[config.mk]
export PLATFORM = sky130hd
export DESIGN_NAME = crossbar_2x2_sched
export DESIGN_NICKNAME = d
export VERILOG_FILES = /design/src/rtl/xbar_pkg.sv /design/src/rtl/xbar_flit_fifo.sv /design/src/rtl/crossbar_2x2_sched.sv
export SDC_FILE = /design/constraint.sdc
export NUM_CORES = 1
export LEC_CHECK = 0
export ABC_CLOCK_PERIOD_IN_PS = 3420
export BUFFER_PORTS_ARGS = -buffer_cell sky130_fd_sc_hd__buf_4
export CAP_MARGIN = 20
export CORE_MARGIN = 1
export CORE_UTILIZATION = 37
export CTS_CLUSTER_SIZE = 8
export DETAILED_ROUTE_END_ITERATION = 10
export PLACE_DENSITY_LB_ADDON = 0.25
export REMOVE_ABC_BUFFERS = 1
export SYNTH_ARGS = -nofsm -noshare
export SYNTH_HDL_FRONTEND = slang
export SYNTH_HIERARCHICAL = 1
export SYNTH_SLANG_ARGS = --single-unit
export TNS_END_PERCENT = 30
[constraint.sdc]
create_clock -name clk -period 3.42 [get_ports clk]
set_clock_uncertainty 0.15 [all_clocks]
set_input_delay 0.855 -clock clk [delete_from_list [all_inputs] [get_ports clk]]
set_output_delay 0.855 -clock clk [all_outputs]
set_load 0.02 [all_outputs]
[src/rtl/xbar_pkg.sv]
// ============================================================================
// Module      : xbar_pkg
// Description : Shared types and constants for the 2x2 crossbar scheduler.
// Revision    : 1.0 - initial release
// ============================================================================
`default_nettype none

package xbar_pkg;

  localparam int DATA_W_DEF = 4;

  localparam logic DEST_OUT0 = 1'b0;
  localparam logic DEST_OUT1 = 1'b1;

  localparam logic XBAR_STRAIGHT = 1'b0;
  localparam logic XBAR_CROSS    = 1'b1;

  typedef struct packed {
    logic [DATA_W_DEF-1:0] data;
    logic                  dest;
  } flit_t;

endpackage

`default_nettype wire

[src/rtl/xbar_flit_fifo.sv]
// ============================================================================
// Module      : xbar_flit_fifo
// Description : Synchronous FIFO with push/pop and full/empty flags.
// Revision    : 1.0 - initial release
// ============================================================================
`default_nettype none

module xbar_flit_fifo #(
  parameter int DEPTH = 2,
  parameter int WIDTH = 5
) (
  input  logic             clk,
  input  logic             rst,
  input  logic             i_push,
  input  logic [WIDTH-1:0] i_data,
  input  logic             i_pop,
  output logic [WIDTH-1:0] o_data,
  output logic             o_full,
  output logic             o_empty
);

  localparam int AW = $clog2(DEPTH);

  // One extra pointer bit tells a full FIFO apart from an empty one.
  logic [AW:0]      r_wr_ptr;
  logic [AW:0]      r_rd_ptr;
  logic [WIDTH-1:0] r_mem [DEPTH];
  logic             w_do_push;
  logic             w_do_pop;

  assign o_empty   = (r_wr_ptr == r_rd_ptr);
  assign o_full    = (r_wr_ptr[AW] != r_rd_ptr[AW]) &&
                     (r_wr_ptr[AW-1:0] == r_rd_ptr[AW-1:0]);
  assign o_data    = r_mem[r_rd_ptr[AW-1:0]];
  assign w_do_push = i_push && !o_full;
  assign w_do_pop  = i_pop && !o_empty;

  always_ff @(posedge clk) begin
    if (rst) begin
      r_wr_ptr <= '0;
      r_rd_ptr <= '0;
    end else begin
      if (w_do_push) r_wr_ptr <= r_wr_ptr + (AW+1)'(1);
      if (w_do_pop)  r_rd_ptr <= r_rd_ptr + (AW+1)'(1);
    end
  end

  always_ff @(posedge clk) begin
    if (w_do_push) r_mem[r_wr_ptr[AW-1:0]] <= i_data;
  end

endmodule

`default_nettype wire

[src/rtl/crossbar_2x2_sched.sv]
// ============================================================================
// Module      : crossbar_2x2_sched
// Description : Request-side scheduler for a 2x2 crossbar: input FIFOs,
//               round-robin conflict arbitration, registered output ports.
//               Optional conflict counter enabled by XBAR_CONFLICT_CNT_EN.
// Revision    : 1.0 - initial release
// ============================================================================
`default_nettype none

module crossbar_2x2_sched
  import xbar_pkg::*;
#(
  parameter int DATA_W     = DATA_W_DEF,
  parameter int FIFO_DEPTH = 2,
  parameter int CNT_W      = 8
) (
  input  logic              clk,
  input  logic              rst,
  input  logic              in0_valid,
  output logic              in0_ready,
  input  logic [DATA_W-1:0] in0_data,
  input  logic              in0_dest,
  input  logic              in1_valid,
  output logic              in1_ready,
  input  logic [DATA_W-1:0] in1_data,
  input  logic              in1_dest,
  output logic              out0_valid,
  input  logic              out0_ready,
  output logic [DATA_W-1:0] out0_data,
  output logic              out0_src,
  output logic              out1_valid,
  input  logic              out1_ready,
  output logic [DATA_W-1:0] out1_data,
  output logic              out1_src,
`ifdef XBAR_CONFLICT_CNT_EN
  output logic [CNT_W-1:0]  conflict_cnt,
`endif
  output logic              xbar_cross
);

  localparam int FLIT_W = DATA_W + 1;

  if (FIFO_DEPTH < 2 || (FIFO_DEPTH & (FIFO_DEPTH - 1)) != 0 || CNT_W < 1) begin : g_bad_params
    $error("crossbar_2x2_sched: FIFO_DEPTH must be a power of two >= 2, CNT_W >= 1");
  end

  logic [FLIT_W-1:0] w_head [2];
  logic [1:0]        w_empty;
  logic [1:0]        w_full;
  logic [1:0]        w_push;
  logic [1:0]        w_req;
  logic [1:0]        w_dest;
  logic [1:0]        w_free;
  logic [1:0]        w_gnt;
  logic [1:0]        w_slot_gnt;
  logic [1:0]        w_slot_src;
  logic [1:0]        w_in_valid;
  logic [1:0]        w_out_ready;
  logic              w_conflict;

  logic [1:0]        r_out_valid;
  logic [1:0]        r_out_src;
  logic [DATA_W-1:0] r_out_data [2];
  logic              r_prio;
  logic              r_cross;

  assign w_in_valid  = {in1_valid, in0_valid};
  assign w_out_ready = {out1_ready, out0_ready};
  assign w_push      = w_in_valid & ~w_full;

  assign in0_ready  = ~w_full[0];
  assign in1_ready  = ~w_full[1];
  assign out0_valid = r_out_valid[0];
  assign out1_valid = r_out_valid[1];
  assign out0_data  = r_out_data[0];
  assign out1_data  = r_out_data[1];
  assign out0_src   = r_out_src[0];
  assign out1_src   = r_out_src[1];
  assign xbar_cross = r_cross;

  xbar_flit_fifo #(.DEPTH(FIFO_DEPTH), .WIDTH(FLIT_W)) u_fifo0 (
    .clk     (clk),
    .rst     (rst),
    .i_push  (w_push[0]),
    .i_data  ({in0_data, in0_dest}),
    .i_pop   (w_gnt[0]),
    .o_data  (w_head[0]),
    .o_full  (w_full[0]),
    .o_empty (w_empty[0])
  );

  xbar_flit_fifo #(.DEPTH(FIFO_DEPTH), .WIDTH(FLIT_W)) u_fifo1 (
    .clk     (clk),
    .rst     (rst),
    .i_push  (w_push[1]),
    .i_data  ({in1_data, in1_dest}),
    .i_pop   (w_gnt[1]),
    .o_data  (w_head[1]),
    .o_full  (w_full[1]),
    .o_empty (w_empty[1])
  );

  always_comb begin
    w_req      = ~w_empty;
    w_dest     = {w_head[1][0], w_head[0][0]};
    w_free     = ~r_out_valid | w_out_ready;
    w_conflict = (&w_req) && (w_dest[0] == w_dest[1]);
    w_gnt      = '0;
    // On a collision only the favoured input may take the slot; the other waits.
    if (w_conflict) begin
      w_gnt[r_prio] = w_free[w_dest[0]];
    end else begin
      w_gnt[0] = w_req[0] && w_free[w_dest[0]];
      w_gnt[1] = w_req[1] && w_free[w_dest[1]];
    end
    for (int k = 0; k < 2; k++) begin
      w_slot_gnt[k] = (w_gnt[0] && (w_dest[0] == 1'(k))) ||
                      (w_gnt[1] && (w_dest[1] == 1'(k)));
      w_slot_src[k] = w_gnt[1] && (w_dest[1] == 1'(k));
    end
  end

  always_ff @(posedge clk) begin
    if (rst) begin
      r_out_valid   <= '0;
      r_out_src     <= '0;
      r_out_data[0] <= '0;
      r_out_data[1] <= '0;
      r_prio        <= 1'b0;
      r_cross       <= XBAR_STRAIGHT;
    end else begin
      for (int k = 0; k < 2; k++) begin
        if (w_slot_gnt[k]) begin
          r_out_valid[k] <= 1'b1;
          r_out_src[k]   <= w_slot_src[k];
          r_out_data[k]  <= w_slot_src[k] ? w_head[1][FLIT_W-1:1] : w_head[0][FLIT_W-1:1];
        end else if (w_free[k]) begin
          r_out_valid[k] <= 1'b0;
        end
      end
      if (|w_gnt) begin
        r_cross <= ((w_gnt[0] && (w_dest[0] != DEST_OUT0)) ||
                    (w_gnt[1] && (w_dest[1] != DEST_OUT1))) ? XBAR_CROSS : XBAR_STRAIGHT;
      end
      if (w_conflict && (|w_gnt)) r_prio <= ~r_prio;
    end
  end

`ifdef XBAR_CONFLICT_CNT_EN
  logic [CNT_W-1:0] r_conflict_cnt;

  always_ff @(posedge clk) begin
    if (rst) begin
      r_conflict_cnt <= '0;
    end else if (w_conflict && (r_conflict_cnt != '1)) begin
      r_conflict_cnt <= r_conflict_cnt + CNT_W'(1);
    end
  end

  assign conflict_cnt = r_conflict_cnt;
`endif

endmodule

`default_nettype wire

# Word-level counts from Yosys, hierarchy flattened
# Memories as Yosys holds them, arrays and structs flattened. A register that Yosys moved wholly into a read port is not among the register bits.
# Cells that the tools add are included.
[totals]
rom_bits = 0
out_inout_bits = 15
ram_bits = 28
regBits = 14
latch_bits = 0
n_memories = 3
[op_classes]
n_reduce_logical = 26
order_cmp = 4
eq_ne = 7
n_shift = 0
bitwise_logic = 13
n_addsub = 4
n_div = 0
mux = 32
n_mul = 0
[mem_list]
columns = ["name", "words", "width", "rd", "rd_clocked_by_memory_dff", "write_ports", "line_no", "source"]
rows = [
  ["u_fifo0.r_mem", 2, 5, 1, 1, 1, "xbar_flit_fifo.sv:27", "logic [WIDTH-1:0] r_mem [DEPTH];"],
  ["u_fifo1.r_mem", 2, 5, 1, 1, 1, "xbar_flit_fifo.sv:27", ""],
  ["r_out_data", 2, 4, 2, 0, 2, "crossbar_2x2_sched.sv:63", "logic [DATA_W-1:0] r_out_data [2];"],
]
[ops]
columns = ["operator", "count"]
rows = [
  ["$mux 1", 26],
  ["$mux 4", 4],
  ["$logic_and 1x1->1", 15],
  ["$add 2x1->2 const B", 4],
  ["$lt 1x2->1 const B", 3],
  ["$not 2->2", 3],
  ["$not 1->1", 5],
  ["$and 2x2->2", 2],
  ["$eq 2x2->1", 2],
  ["$logic_not 1->1", 4],
  ["$reduce_bool 2->1", 2],
  ["$eq 1x1->1", 3],
  ["$logic_or 1x1->1", 3],
  ["$mux 2", 1],
  ["$ne 1x1->1", 2],
  ["$or 1x1->1", 2],
  ["$or 2x2->2", 1],
  ["$reduce_and 2->1", 1],
  ["$reduce_or 2->1", 1],
  ["$demux 1 s1", 1],
  ["$ge 1x1->1 const B", 1],
]

# Logic depth before layout (Yosys ltp)
[depth]
depth_word = 12
ltp_mapped = 10
ltp_nobuf = 8

# By module
# The synthesis kept the hierarchy.
[modules_own_cells]
columns = ["mod", "cells_per_inst", "area_each_um2", "instances"]
rows = [
  ["crossbar_2x2_sched", 70, 790.8, 1],
  ["xbar_flit_fifo (u_fifo1)", 48, 640.6, 1],
  ["xbar_flit_fifo (u_fifo0)", 47, 630.6, 1],
]

# Worst setup path after synthesis
# No wires, ideal clock.
[synth_timing]
path_kind = "input-to-reg"
from = "input port out0_ready"
to = "memory r_out_data[0][0] (netlist bit) (enable)"
n_path_buf = 1
required_time_ns = 2.957
setup_slack_ns = 0.986
cell_stages = 6
setup_ns = 0.313
arrival_time_ns = 1.971
cell_sequence = "nand2b_1 mux2i_1 or3_1 buf_2 a21o_1 nand3b_1"
[synth_lines]
columns = ["item", "line_no", "source"]
rows = [
  ["from (decl)", "crossbar_2x2_sched.sv:28", "input logic out0_ready,"],
  ["to (decl)", "crossbar_2x2_sched.sv:63", ""],
]

==> out/results.env <==
SYNTH-SEQ-AREA-SHARE=0.5631
POWER-PER-CELL-AREA_mW_PER_MM2=869.2
CRIT_REQUIRED_PS=3260
LEAKAGEPOWER_nW=0.9215
VIAS_IN_THE_FIRST_GLOBAL_ROUTE=1419
DRTANTENNAVIOLNETS=0
IR_DROP_mV=0.3892
ROWS=26
FLOORPLAN.DIE.WIDTH_UM=76.65
DESIGN.CORE.AREA_MM2=0.005238
DPL.CELL_COUNT=260
MULTI_INPUT_LOGIC_AREA_UM2=859.6
GRT_SETUP_UNREPAIRED='no'
CLK_ROOT_BUFFER_CELL='sky130_fd_sc_hd__clkbuf_8'
SYNTHESIS.YOSYS.WARNINGS=6
FMAXACHIEVABLE_GHz=0.3723
WL_PER_CELL_UM=14.45
FIRST_PASS_GRT_WIRE_LENGTH_UM=6292
CP-START-KIND='flip-flop'
CLK_LATENCY_PS=290
CRITICAL_PATH_ARRIVAL_PS=2520
SETUP_WS_PS=734.0
DRCVIOLATIONCOUNT=0
PATH_CLASS='flip-flop to flip-flop'
POSTSYNTHREGISTERBITS=44
DIE-AREA_MM2=0.005875
ANTENNA_FOUND_INITIAL=0
AREA.SEQUENTIAL_MM2=0.001161
DPL_CELL_AREA_MM2=0.002352
PLACED_WIRE_LENGTH_ESTIMATE_UM=2898
FIN_NETS=213
CLOCK_TREE_FROM_TRITONCTS='done'
ASYNCSETRESETFLOPFRACSYNTH=0
NUM_ANTENNA_CELLS=0
SYNTH_AREA_MM2=0.002062
DRT-PASS1-ITER-COUNT=4
TIMING_MAX_TRANSITION_VIOLATIONS_FINAL=0
CTS.SINKS=44
LAYOUT_COMMON_CELLS='sky130_fd_sc_hd__buf_4 (30), sky130_fd_sc_hd__edfxtp_1 (28), sky130_fd_sc_hd__dfxtp_1 (16), sky130_fd_sc_hd__mux2i_1 (14), sky130_fd_sc_hd__nor2_1 (12)'
FIRST_ITER_VIOLATIONS=71
CRITICAL_PATH_PEAK_FANOUT=6
MAX-SLEW-MARGIN-REL=0.5961
FIN_CRIT_PS=2686
INITIAL_CORE_UTILIZATION=0.3937
MAX_BUFFERS_ROOT_TO_SINK=2
AREA_DELTA_SYNTH_FINAL_PCT=17.84
OUTCOME='finished clean'
HP-CLASS='flip-flop to flip-flop'
GRTUSAGETOTAL=0.1387
TRITONCTS.NUM_BUFFERS=5
IO-PIN-COUNT=31
CTS_SETUP_BUFFERS=0
FINAL.FILL_COUNT=484
CTS.HTREE.LEVELS=2
WORST-SLEW-PIN-TRANSITION_PS=605.9
CELL_VARIETY_AFTER_SYNTH=41
POSTSYNTH.TOPFLOPCELL='sky130_fd_sc_hd__edfxtp_1'
POST-ROUTE-CELL-AREA_MM2=0.002430
SETUP_VIOL_COUNT_FINAL=0
WL_UM=3858
CRIT_PATH_END_KIND='flip-flop'
CLK_TRANSITION_REPORTED_PATHS_PS=80
DETAILROUTE.VIA_COUNT=1385
DPL_WORST_SLACK_PS=723.8
DRV.MAX_CAP_VIOLATION_COUNT=0
FINALWEIGHTEDCONGESTION=0.8234
PORT_BUF_INSERTS=30
CTS-RESIZED-GATES=0
COUNT_OF_FLIP_FLOPS_WITH_A_BUILT_IN_ENABLE_AFTER_SYNTHESIS=28
SYN-INSTANCE-COUNT=165
FINAL_CELL_COUNT_NO_FILL=267
VIASPERCELL=5.187
CTSHOLDBUFFERS=0
SYN_AREA_PER_CELL_UM2=12.50
POST_ROUTE_CLOCK_PERIOD_UTILIZATION=0.7854
GRT_START_MAX_NET_PINS=26
CHIPHEIGHT_UM=76.65
MOSTFREQUENTLAYOUTCELL='sky130_fd_sc_hd__buf_4'
OVERFLOW=0
DRIVE_GT1_FRAC=0.2944
HOLD_VIOL=0
TIMING.SETUP.TNS_PS=0
==> stage by stage <==
step / total power, mW / hold WS [ps] / utilization
finish: 2.112 / 328.8 / 0.4639
global route: 2.252 / 379.6 / 0.4639
CTS: 2.138 / 332.6 / 0.4639
detailed placement: 1.834 / 316.5 / 0.4491
global placement: 1.801 / 340.2 / 0.4491
floorplan: 1.541 / 348.4 / -
==> kinds of logic (layout without fill, tap and decap cells) <==
| logic type | Yosys count | after routing | share of synthesized area |
|---|---|---|---|
| AOI/OAI and AO/OA | 27 | 27 | 0.1080 |
| xor gates and xnor gates | 7 | 7 | 0.03702 |
| buffers and inverters | 10 | 42 | 0.02002 |
| DFF | 44 | 44 | 0.5631 |
| muxes | 25 | 25 | 0.1280 |
| and+or+nand+nor | 52 | 52 | 0.1438 |
==> cell type report <==
class | count | area share
flip-flops and latches | 44 | 0.4779
inverters | 5 | 0.007724
clock inverters | 1 | 0.002060
well taps | 70 | 0.03605
repair buffers | 30 | 0.09269
multi-input cells | 111 | 0.3538
clock buffers | 6 | 0.02987
==> state kept, by name (all words and copies together), names as in the netlist, named ones only <==
register	count
r_out_data	8
u_fifo0/r_rd_ptr	2
u_fifo0/r_mem	10
u_fifo1/r_rd_ptr	2
r_prio	1
u_fifo1/r_wr_ptr	2
xbar_cross	1
r_out_valid	2
r_out_src	2
u_fifo1/r_mem	10
u_fifo0/r_wr_ptr	2
==> critical path, cell delays in order, from the launching register on <==
cell and delay, ps:
sky130_fd_sc_hd__dfxtp_1 450, sky130_fd_sc_hd__mux2_2 450, sky130_fd_sc_hd__xor2_1 200, sky130_fd_sc_hd__nor3_2 290
sky130_fd_sc_hd__nand3_1 320, sky130_fd_sc_hd__a21o_1 310, sky130_fd_sc_hd__nand3b_1 210
==> cells in the mapped netlist (3+ instances only) <==
| cell | n | area share |
|---|---|---|
| sky130_fd_sc_hd__xor2_1 | 4 | 0.017 |
| sky130_fd_sc_hd__nand2_1 | 9 | 0.016 |
| sky130_fd_sc_hd__mux2_2 | 11 | 0.060 |
| sky130_fd_sc_hd__or3_1 | 3 | 0.0091 |
| sky130_fd_sc_hd__mux2i_1 | 14 | 0.068 |
| sky130_fd_sc_hd__dfxtp_1 | 16 | 0.16 |
| sky130_fd_sc_hd__nand3b_1 | 10 | 0.036 |
| sky130_fd_sc_hd__inv_1 | 5 | 0.0091 |
| sky130_fd_sc_hd__a311oi_1 | 5 | 0.021 |
| sky130_fd_sc_hd__nand4_1 | 3 | 0.0091 |
| sky130_fd_sc_hd__edfxtp_1 | 28 | 0.41 |
| sky130_fd_sc_hd__a21oi_1 | 9 | 0.022 |
| sky130_fd_sc_hd__nor2_1 | 12 | 0.022 |
==> metal layers <==
layer,vias to the layer above,track usage,part of all wire,wire length [µm]
met3,6,0.03810,0.037,144
met5,-,0,0,0
met2,24,0.2495,0.52,2008
li1,681,-,-,-
met4,0,0.06923,0.015,59
met1,674,0.1485,0.43,1645
==> report_power, final <==
group          total [mW]  internal (mW)  switching (mW)
clock network       0.298          0.139           0.160
logic               0.958          0.391           0.568
registers           0.855          0.756          0.0998
==> path summary, 6_finish.rpt <==
path	from	depth (start not counted)	end	slack (ps)
min reg2reg	r_out_src[1]	2	r_out_src[1]	330
max reg2reg	flip-flop	6	r_out_data[0][0]	730
max	flip-flop	6	r_out_data[0][0]	730
min	r_out_src[1]	2	r_out_src[1]	330
Power figures use the tool's default switching activity.
